--- config.mk ---
export PLATFORM = sky130hd
export DESIGN_NAME = imem_loader_flat
export DESIGN_NICKNAME = d
export VERILOG_FILES = /design/src/rtl/imem_loader_if.sv /design/src/rtl/imem_loader.sv /design/src/flat_wrapper.sv
export SDC_FILE = /design/constraint.sdc
export NUM_CORES = 1
export LEC_CHECK = 0
export CAP_MARGIN = 15
export CORE_ASPECT_RATIO = 1.25
export CORE_MARGIN = 2
export CORE_UTILIZATION = 45
export CTS_BUF_LIST = sky130_fd_sc_hd__clkbuf_16
export CTS_CLUSTER_DIAMETER = 40
export DETAILED_ROUTE_END_ITERATION = 16
export PLACE_DENSITY_LB_ADDON = 0.12
export SETUP_SLACK_MARGIN = 0.4
export SYNTH_ARGS = -nofsm -noshare
export SYNTH_HDL_FRONTEND = slang
export SYNTH_SLANG_ARGS = --single-unit
--- constraint.sdc ---
create_clock -name clk -period 4.6 [get_ports clk]
set_clock_uncertainty 0.15 [all_clocks]
set_input_delay 0.69 -clock clk [delete_from_list [all_inputs] [get_ports clk]]
set_output_delay 0.69 -clock clk [all_outputs]
set_load 0.01 [all_outputs]
--- src/rtl/imem_loader_if.sv ---
// imem_loader_if: byte-stream and instruction-memory write bus of the loader.
//   byte_valid/byte_data/byte_ready : valid/ready byte stream (source -> loader)
//   im_we/im_addr/im_wdata          : IM word write port (loader -> IM)
// Modports: slave = loader side, master = stream source / IM side.
interface imem_loader_if #(
  parameter int ADDR_W = 10
);
  logic              byte_valid;
  logic [7:0]        byte_data;
  logic              byte_ready;
  logic              im_we;
  logic [ADDR_W-1:0] im_addr;
  logic [31:0]       im_wdata;

  modport slave (
    input  byte_valid, byte_data,
    output byte_ready, im_we, im_addr, im_wdata
  );

  modport master (
    output byte_valid, byte_data,
    input  byte_ready, im_we, im_addr, im_wdata
  );
endinterface

--- src/rtl/imem_loader.sv ---
// imem_loader: boot-time instruction-memory writer.
// Takes a stream LEN_HI, LEN_LO (word count N, big-endian) followed by 4*N bytes,
// packs each 4 bytes big-endian into a 32-bit word and writes consecutive IM
// words starting at 0. Holds the CPU in reset until the image is complete.
// Ports:
//   clk      : rising-edge clock
//   rst      : asynchronous active-low reset
//   start    : pulse, begins a load from IDLE/DONE/ERR
//   bus      : byte stream in, IM write port out (imem_loader_if.slave)
//   cpu_hold : 1 keeps the CPU in reset
//   done     : image loaded (level until next start)
//   err      : declared length exceeds IM capacity (level until next start)
module imem_loader #(
  parameter int ADDR_W = 10
) (
  input  logic                clk,
  input  logic                rst,
  input  logic                start,
  imem_loader_if.slave        bus,
  output logic                cpu_hold,
  output logic                done,
  output logic                err
);

  typedef enum logic [2:0] {
    S_IDLE,
    S_LEN_HI,
    S_LEN_LO,
    S_DATA,
    S_DONE,
    S_ERR
  } state_e;

  // Capacity in words; 33 bits so the compare against a 16-bit N never overflows.
  localparam logic [32:0] CAP = 33'd1 << ADDR_W;

  state_e            state_q, state_d;
  // One bit wider than im_addr so that N = 2^ADDR_W is representable.
  logic [ADDR_W:0]   idx_q, idx_d;
  logic [15:0]       len_q, len_d;
  logic [1:0]        bcnt_q, bcnt_d;
  // First three bytes of the word in flight; the fourth comes straight from the bus.
  logic [23:0]       asm_q, asm_d;
  logic              we_q, we_d;
  logic [ADDR_W-1:0] addr_q, addr_d;
  logic [31:0]       wdata_q, wdata_d;
  logic              done_q, done_d;
  logic              err_q, err_d;
  logic              hold_q, hold_d;

  logic              byte_ready;
  logic              xfer;
  logic [15:0]       len_n;

  assign byte_ready = (state_q == S_LEN_HI) || (state_q == S_LEN_LO) ||
                      (state_q == S_DATA);
  assign xfer       = bus.byte_valid && byte_ready;

  always_comb begin
    state_d = state_q;
    idx_d   = idx_q;
    len_d   = len_q;
    bcnt_d  = bcnt_q;
    asm_d   = asm_q;
    we_d    = 1'b0;
    addr_d  = addr_q;
    wdata_d = wdata_q;
    done_d  = done_q;
    err_d   = err_q;
    hold_d  = hold_q;
    len_n   = {len_q[15:8], bus.byte_data};

    case (state_q)
      S_IDLE, S_DONE, S_ERR: begin
        if (start) begin
          state_d = S_LEN_HI;
          done_d  = 1'b0;
          err_d   = 1'b0;
          idx_d   = '0;
          bcnt_d  = '0;
          hold_d  = 1'b1;
        end
      end

      S_LEN_HI: begin
        if (xfer) begin
          len_d[15:8] = bus.byte_data;
          state_d     = S_LEN_LO;
        end
      end

      S_LEN_LO: begin
        if (xfer) begin
          len_d = len_n;
          if (len_n == 16'd0) begin
            state_d = S_DONE;
            done_d  = 1'b1;
            hold_d  = 1'b0;
          end else if ({17'd0, len_n} > CAP) begin
            state_d = S_ERR;
            err_d   = 1'b1;
          end else begin
            state_d = S_DATA;
          end
        end
      end

      S_DATA: begin
        if (xfer) begin
          bcnt_d = bcnt_q + 2'd1;
          if (bcnt_q == 2'd3) begin
            we_d    = 1'b1;
            addr_d  = idx_q[ADDR_W-1:0];
            wdata_d = {asm_q, bus.byte_data};
            idx_d   = idx_q + 1'b1;
            // Last word: finish on the same edge as the write so done and
            // the CPU release coincide with the final im_we cycle.
            if (32'(idx_q) + 32'd1 == 32'(len_q)) begin
              state_d = S_DONE;
              done_d  = 1'b1;
              hold_d  = 1'b0;
            end
          end else begin
            asm_d = {asm_q[15:0], bus.byte_data};
          end
        end
      end

      default: state_d = S_IDLE;
    endcase
  end

  always_ff @(posedge clk or negedge rst) begin
    if (!rst) begin
      state_q <= S_IDLE;
      idx_q   <= '0;
      len_q   <= '0;
      bcnt_q  <= '0;
      asm_q   <= '0;
      we_q    <= 1'b0;
      addr_q  <= '0;
      wdata_q <= '0;
      done_q  <= 1'b0;
      err_q   <= 1'b0;
      hold_q  <= 1'b1;
    end else begin
      state_q <= state_d;
      idx_q   <= idx_d;
      len_q   <= len_d;
      bcnt_q  <= bcnt_d;
      asm_q   <= asm_d;
      we_q    <= we_d;
      addr_q  <= addr_d;
      wdata_q <= wdata_d;
      done_q  <= done_d;
      err_q   <= err_d;
      hold_q  <= hold_d;
    end
  end

  assign bus.byte_ready = byte_ready;
  assign bus.im_we      = we_q;
  assign bus.im_addr    = addr_q;
  assign bus.im_wdata   = wdata_q;
  assign cpu_hold       = hold_q;
  assign done           = done_q;
  assign err            = err_q;

endmodule

--- src/flat_wrapper.sv ---
// flat-port wrapper written by rule: the top's interface ports become plain ports
module imem_loader_flat 
#(
  parameter int ADDR_W = 10
)
  (clk, rst, start, cpu_hold, done, err, bus_byte_valid, bus_byte_data, bus_byte_ready, bus_im_we, bus_im_addr, bus_im_wdata);
  imem_loader_if #(.ADDR_W(ADDR_W)) bus_i ();
  input  logic clk;
  input  logic rst;
  input  logic start;
  output logic cpu_hold;
  output logic done;
  output logic err;
  input wire logic [$bits(bus_i.byte_valid)-1:0] bus_byte_valid;
  input wire logic [$bits(bus_i.byte_data)-1:0] bus_byte_data;
  output wire logic [$bits(bus_i.byte_ready)-1:0] bus_byte_ready;
  output wire logic [$bits(bus_i.im_we)-1:0] bus_im_we;
  output wire logic [$bits(bus_i.im_addr)-1:0] bus_im_addr;
  output wire logic [$bits(bus_i.im_wdata)-1:0] bus_im_wdata;
  assign bus_i.byte_valid = bus_byte_valid;
  assign bus_i.byte_data = bus_byte_data;
  assign bus_byte_ready = bus_i.byte_ready;
  assign bus_im_we = bus_i.im_we;
  assign bus_im_addr = bus_i.im_addr;
  assign bus_im_wdata = bus_i.im_wdata;
  imem_loader #(.ADDR_W(ADDR_W)) u_core (.clk(clk), .rst(rst), .start(start), .bus(bus_i), .cpu_hold(cpu_hold), .done(done), .err(err));
endmodule
==> impl_metrics.yaml, run 1 <==
clock_network:
  path_clk_slew_ns: 0.07
  cts.sink_count: 102
  hold_buffers: 0
  h-tree-depth: 3
  root_buffer: "clkbuf_16"
  post-cts-setup-buffer-count: 0
  cts_resized: 0
  cts.path.max_buffers: 2
  cts_tree: "yes"
  cts_buffers: 9
  insertion_delay_ns: 0.34
worst_setup_path:
  critPathBufInv: 2
  r2r_setup_slack_ns: 1.87
  r2r_end: "u_core.asm_q[6]"
  start_kind: "input pin"
  endpoint_kind: "flop"
  cp.arrival_ns: 2.96
  cp_max_fo: 24
  worstSetupPathType: "in -> reg"
  r2r-start: "u_core.state_q[0]"
  endpoint: "u_core.asm_q[6]"
  worstPathRequired_ns: 4.67
  crit_cells: 5
  max_stage_delay_ns: 0.90
  path_cells: "clkdlybuf4s50_1 > inv_1 > nor2_1 > and2_1 > mux2_2"
  slowest_stage: "and2_1"
  critical_path.startpoint: "bus_byte_valid"
  critical_path.top_delay_family: "simple AND/OR/NAND/NOR gates"
  r2r_cells: 4
synth:
  muxShareOfSynthArea: 0.0992
  synth_area_leaders: "dfrtp_1 (56%), nand2_1 (12%), mux2_2 (9.7%), o21ai_0 (2.5%), nor2_1 (1.7%)"
  synth_nets: 463
  synth_edf_count: 0
  synth-xor-area-share: 0.0309
  yosys_register_bits: 102
  yosys.area_share.simple: 0.207
  synthFlopType: "dfrtp_1"
  synth_fa_ha_area_frac: 0.00552
  synth_cell_type_count: 52
  yosysTopAreaCellShare: 0.558
  ys_seq_area_frac: 0.564
  synth_compound_gate_area_share: 0.0707
  syn-cell-area_sq_um: 4530
  synthArstFlopShare: 1.00
  synth_top_family_by_area: "simple AND/OR/NAND/NOR gates"
  synth_common_cells: "nand2_1 (148), dfrtp_1 (101), mux2_2 (39)"
  avgSynthCellArea_sq_um: 10.1
  netlist_instances: 449
  yosysTopAreaCell: "dfrtp_1"
  synth.most_common_cell: "nand2_1"
  synth_warnings: 0
timing:
  finalCriticalPeriod_ns: 2.89
  hold_viol: 0
  setup_ws_ns: 1.71
  rsz0062_at_grt: "false"
  max_slew.worst_pin.slew_ns: 1.08
  fin_crit_sh: 0.628
  setup_violations: 0
  slew_headroom: 0.283
  slew_viol_final: 0
  tns_ns: 0
  max_freq_mhz: 346
  whs_ns: 0.320
floorplanning:
  dieWidth_um: 93.7
  coreArea_sq_um: 9710
  rows: 40
  boundaryPins: 59
  start_util: 0.466
  chipHeight_um: 116
  die_area_sq_um: 10900
power:
  p_sw_frac: 0.329
  vdd_drop_max_mv: 0.365
  cellLeakagePower_uw: 0.00253
  p_int_uw: 2390
  p_comb_frac: 0.348
  powerDensity_nw_per_um2: 645
  power_uw: 3560
  p_clk_frac: 0.227
  p_sw_uw: 1170
  pwr-share-seq: 0.425
drt:
  vias: 3349
  ant_nets: 0
  wire_per_inst_um: 15.5
  avgViaCountPerCell: 5.29
  wl_um: 9790
  drtIter0Drc: 160
  route.detailed.drc: 0
  drtPass1Iterations: 4
final_layout:
  design_area_sq_um: 5520
  nets: 516
  antenna_cells: 0
  syn2layout_area_growth_pct: 21.9
  drive_above_1_share: 0.140
global_routing:
  grt_usage: 0.197
  grt_pass1_vias: 3412
  grt_pass1_wl_um: 16600
  grt_max_degree: 76
  overflow: 0
  antenna_found_initial: 0
status:
  status: "finished, final reports clean"
placed_design:
  place.gp.congestion: 0.806
  port_buffers: 58
  dpl_cell_area_sq_um: 5210
  place_ws_ns: 1.35
  hpwl_um: 6550
run:
  cap_violations: 0
hold_path:
  min_path_type: "in -> async"
cell families after synthesis:
| family | count (synthesis) |
|---|---|
| adders and majority gates | 2 |
| xor gates and xnor gates | 16 |
| buffers and inverters | 25 |
| AOI/OAI and AO/OA | 50 |
| and+or+nand+nor | 214 |
| DFF | 102 |
| muxes | 40 |
placed cells by master, fill, tap and decap left out, types with 2 or more instances in the layout:
master,n
nand2_1,148
dfrtp_1,101
clkdlybuf4s50_1,57
mux2_2,39
o21ai_0,23
nor2_1,21
nand3_1,9
xnor2_1,9
clkbuf_16,9
xor2_1,7
inv_1,6
a21oi_1,6
nor3_1,5
o31ai_1,5
buf_4,4
nor3_2,3
nor4_1,3
nand4_1,3
and2_1,3
and3_1,3
nand2b_1,2
a31o_2,2
nand3b_1,2
a31oi_1,2
and3_2,2
ha_1,2
clkinv_1,2
bufinv_16,2
worst min-delay path by stage:
stage / endpoint / depth (start not counted) / from
3_3_place_gp: u_core.bus.im_addr[3] / 2 / u_core.bus.im_addr[3]
6_report: u_core.done / 1 / rst
3_5_place_dp: u_core.bus.im_wdata[27] / 2 / u_core.asm_q[19]
4_1_cts: u_core.bus.im_addr[5] / 2 / u_core.bus.im_addr[5]
5_1_grt: u_core.bus.im_addr[5] / 2 / u_core.bus.im_addr[5]
2_1_floorplan: u_core.asm_q[0] / 0 / rst
power by group through the flow:
stage                     Sequential [uW]  Combinational (uW)  Clock, uW
after floorplan                      1520                 733          0
after global placement               1520                1210          0
after detailed placement             1530                1250          0
after CTS                            1520                1260        818
after global routing                 1570                1380        861
final                                1520                1240        807
stage by stage:
step	util	cells
floorplan	-	449
global placement	0.536	617
detailed placement	0.536	617
CTS	0.569	633
global route	0.569	633
finish	0.569	633
cell type report:
cell class	instances	area (sq um)
clock buffer	9	225
clock inverter	7	88.8
fill	865	4190
inverter	6	22.5
multi-input combinational	322	1870
sequential	102	2550
tap	126	158
timing repair buffer	61	601
flip-flops by register name, summed over array words and instances (netlist names):
signal / flops
u_core.asm_q: 24
u_core.done: 1
u_core.cpu_hold: 1
u_core.bcnt_q: 2
u_core.bus.im_we: 1
u_core.err: 1
u_core.bus.im_addr: 10
u_core.idx_q: 11
u_core.state_q: 3
u_core.bus.im_wdata: 32
u_core.len_q: 16
layer usage:
layer  vias to the layer above  global-route usage  wire length, um
met4                         0              0.0628              133
met1                      1645               0.253             4360
li1                       1611                   -                -
met2                        79               0.333             4890
met3                        14              0.0445              407
met5                         -                   0                0
Power figures use the tool's default switching activity.
==> run 2: changes to the inputs <==
==> constraint.sdc (replaced) <==
create_clock -name clk -period 2.7 [get_ports clk]
set_clock_uncertainty 0.15 [all_clocks]
set_input_delay 0.405 -clock clk [delete_from_list [all_inputs] [get_ports clk]]
set_output_delay 0.405 -clock clk [all_outputs]
set_load 0.01 [all_outputs]
==> run 2 against run 1 <==
Compared with the run above: sequential power grew 69%; non-clock buffer count grew 23; sequential share of layout area shrank 1.6 points; flip-flop and latch count is the same; via count grew 2.6%.
==> impl_metrics.yaml, run 2 (synthesized netlist as in run 1, its figures left out) <==
status:
  status: "finished, final reports clean"
drt:
  route.detailed.drc: 0
  vias: 3437
  wl_um: 10000
  avgViaCountPerCell: 5.24
  drtIter0Drc: 173
  ant_nets: 0
  wire_per_inst_um: 15.3
  drtPass1Iterations: 4
timing:
  slew_viol_final: 0
  fin_crit_sh: 0.844
  max_slew.worst_pin.slew_ns: 0.625
  rsz0062_at_grt: "true"
  setup_ws_ns: 0.422
  finalCriticalPeriod_ns: 2.28
  tns_ns: 0
  whs_ns: 0.316
  hold_viol: 0
  setup_violations: 0
  max_freq_mhz: 439
  slew_headroom: 0.573
final_layout:
  syn2layout_area_growth_pct: 26.5
  final_cell_mix: "nand2_1 (148), dfrtp_1 (98), clkdlybuf4s50_1 (57)"
  largest_register_ffs: 32
  fill_cells: 858
  multi_input_area_sq_um: 1910
  nets: 539
  antenna_cells: 0
  final_common_cell: "nand2_1"
  register_area_sq_um: 2560
  drive_above_1_share: 0.200
  design_area_sq_um: 5730
floorplanning:
  chipHeight_um: 116
  die_area_sq_um: 10900
  rows: 40
  boundaryPins: 59
  coreArea_sq_um: 9710
  start_util: 0.466
  dieWidth_um: 93.7
clock_network:
  path_clk_slew_ns: 0.07
  root_buffer: "clkbuf_16"
  h-tree-depth: 3
  cts_buffers: 9
  cts.path.max_buffers: 2
  cts_tree: "yes"
  cts.sink_count: 102
  insertion_delay_ns: 0.34
global_routing:
  grt_pass1_vias: 3485
  grt_use_met3: 0.0413
  grt_usage: 0.204
  grt_max_degree: 63
  grt.met1_usage: 0.271
  antenna_found_initial: 0
  grt_pass1_wl_um: 17200
  grt.busiest_layer: "met2"
  overflow: 0
  met2_usage: 0.338
power:
  powerDensity_nw_per_um2: 1060
  cellLeakagePower_uw: 0.00264
  vdd_drop_max_mv: 0.632
placed_design:
  port_buffers: 58
  hpwl_um: 6780
  place_ws_ns: 0.101
  place.gp.congestion: 0.830
  dpl_cell_area_sq_um: 5360
worst_setup_path:
  critPathBufInv: 2
  crit_top_cell: "nand4_1"
  cp_max_fo: 3
  cp.arrival_ns: 2.36
  start_kind: "input pin"
  max_stage_delay_ns: 0.46
  worstSetupPathType: "in -> reg"
  critical_path.top_delay_family: "simple AND/OR/NAND/NOR gates"
  worstPathRequired_ns: 2.79
  path_cells: "clkdlybuf4s50_1 > nor4_1 > buf_4 > nand4_1 > nand4_1 > nand3_1 > or4_1 > nor2b_4"
  endpoint_kind: "flop"
  slowest_stage: "or4_1"
hold_path:
  min_path_type: "reg -> reg"
run:
  cap_violations: 0
==> run 2: where the power goes <==
group	leakage [uW]	internal (uW)	total, uW	switching (uW)
Combinational	0.00124	1220	2260	1030
Clock	0.000136	638	1230	590
Sequential	0.00127	2140	2570	434
Total	0.00264	4000	6060	2060
==> run 2: what timing repair did <==
action | in CTS | in global routing
resized for setup | 5 | 5
setup buffers | 3 | 3
pin swaps | 3 | 1
endpoints found under the hold margin | 39 | 0
cloned | 0 | 0
hold buffers | 1 | 0
endpoints found under the setup margin | 2 | 19
==> run 2: through the flow <==
stage | util | total power (uW) | cells
6_report | 0.590 | 6060 | 656
5_1_grt | 0.590 | 6510 | 656
4_1_cts | 0.586 | 6100 | 653
3_5_place_dp | 0.552 | 4820 | 633
3_3_place_gp | 0.552 | 4740 | 633
2_1_floorplan | - | 3850 | 449
==> run 2: final timing paths <==
kind	slack [ns]	cells past startpoint	to	startpoint
max in group asynchronous	1.24	3	u_core.state_q[1]	rst
setup / recovery	0.42	8	u_core.state_q[1]	bus_byte_data[3]
min in group asynchronous	0.44	2	u_core.state_q[0]	rst
setup reg to reg	0.47	7	u_core.state_q[1]	u_core.idx_q[0]
hold reg to reg	0.32	2	u_core.bus.im_wdata[27]	u_core.asm_q[19]
hold / removal	0.32	2	u_core.bus.im_wdata[27]	u_core.asm_q[19]
==> run 2: worst register-to-register path, delay by kind of cell, from the launching register on <==
kind	cells	cell delay [ns]
simple gates	4	1.05
fa+ha+maj	1	0.22
compound gates	1	0.15
flops	1	0.39
xor+xnor	1	0.16
==> run 2: layout make-up <==
type                       instances  share of cell area
clock buffer                       9              0.0393
tap                              126              0.0275
sequential                       102               0.446
inverter                           6             0.00393
multi-input combinational        322               0.333
clock inverter                     7             0.00982
timing repair buffer              84               0.140
==> run 2: per-layer routing <==
layer	up-vias	routed length, um
li1	1666	-
met2	61	5010
met5	-	0
met3	11	333
met1	1699	4590
met4	0	117
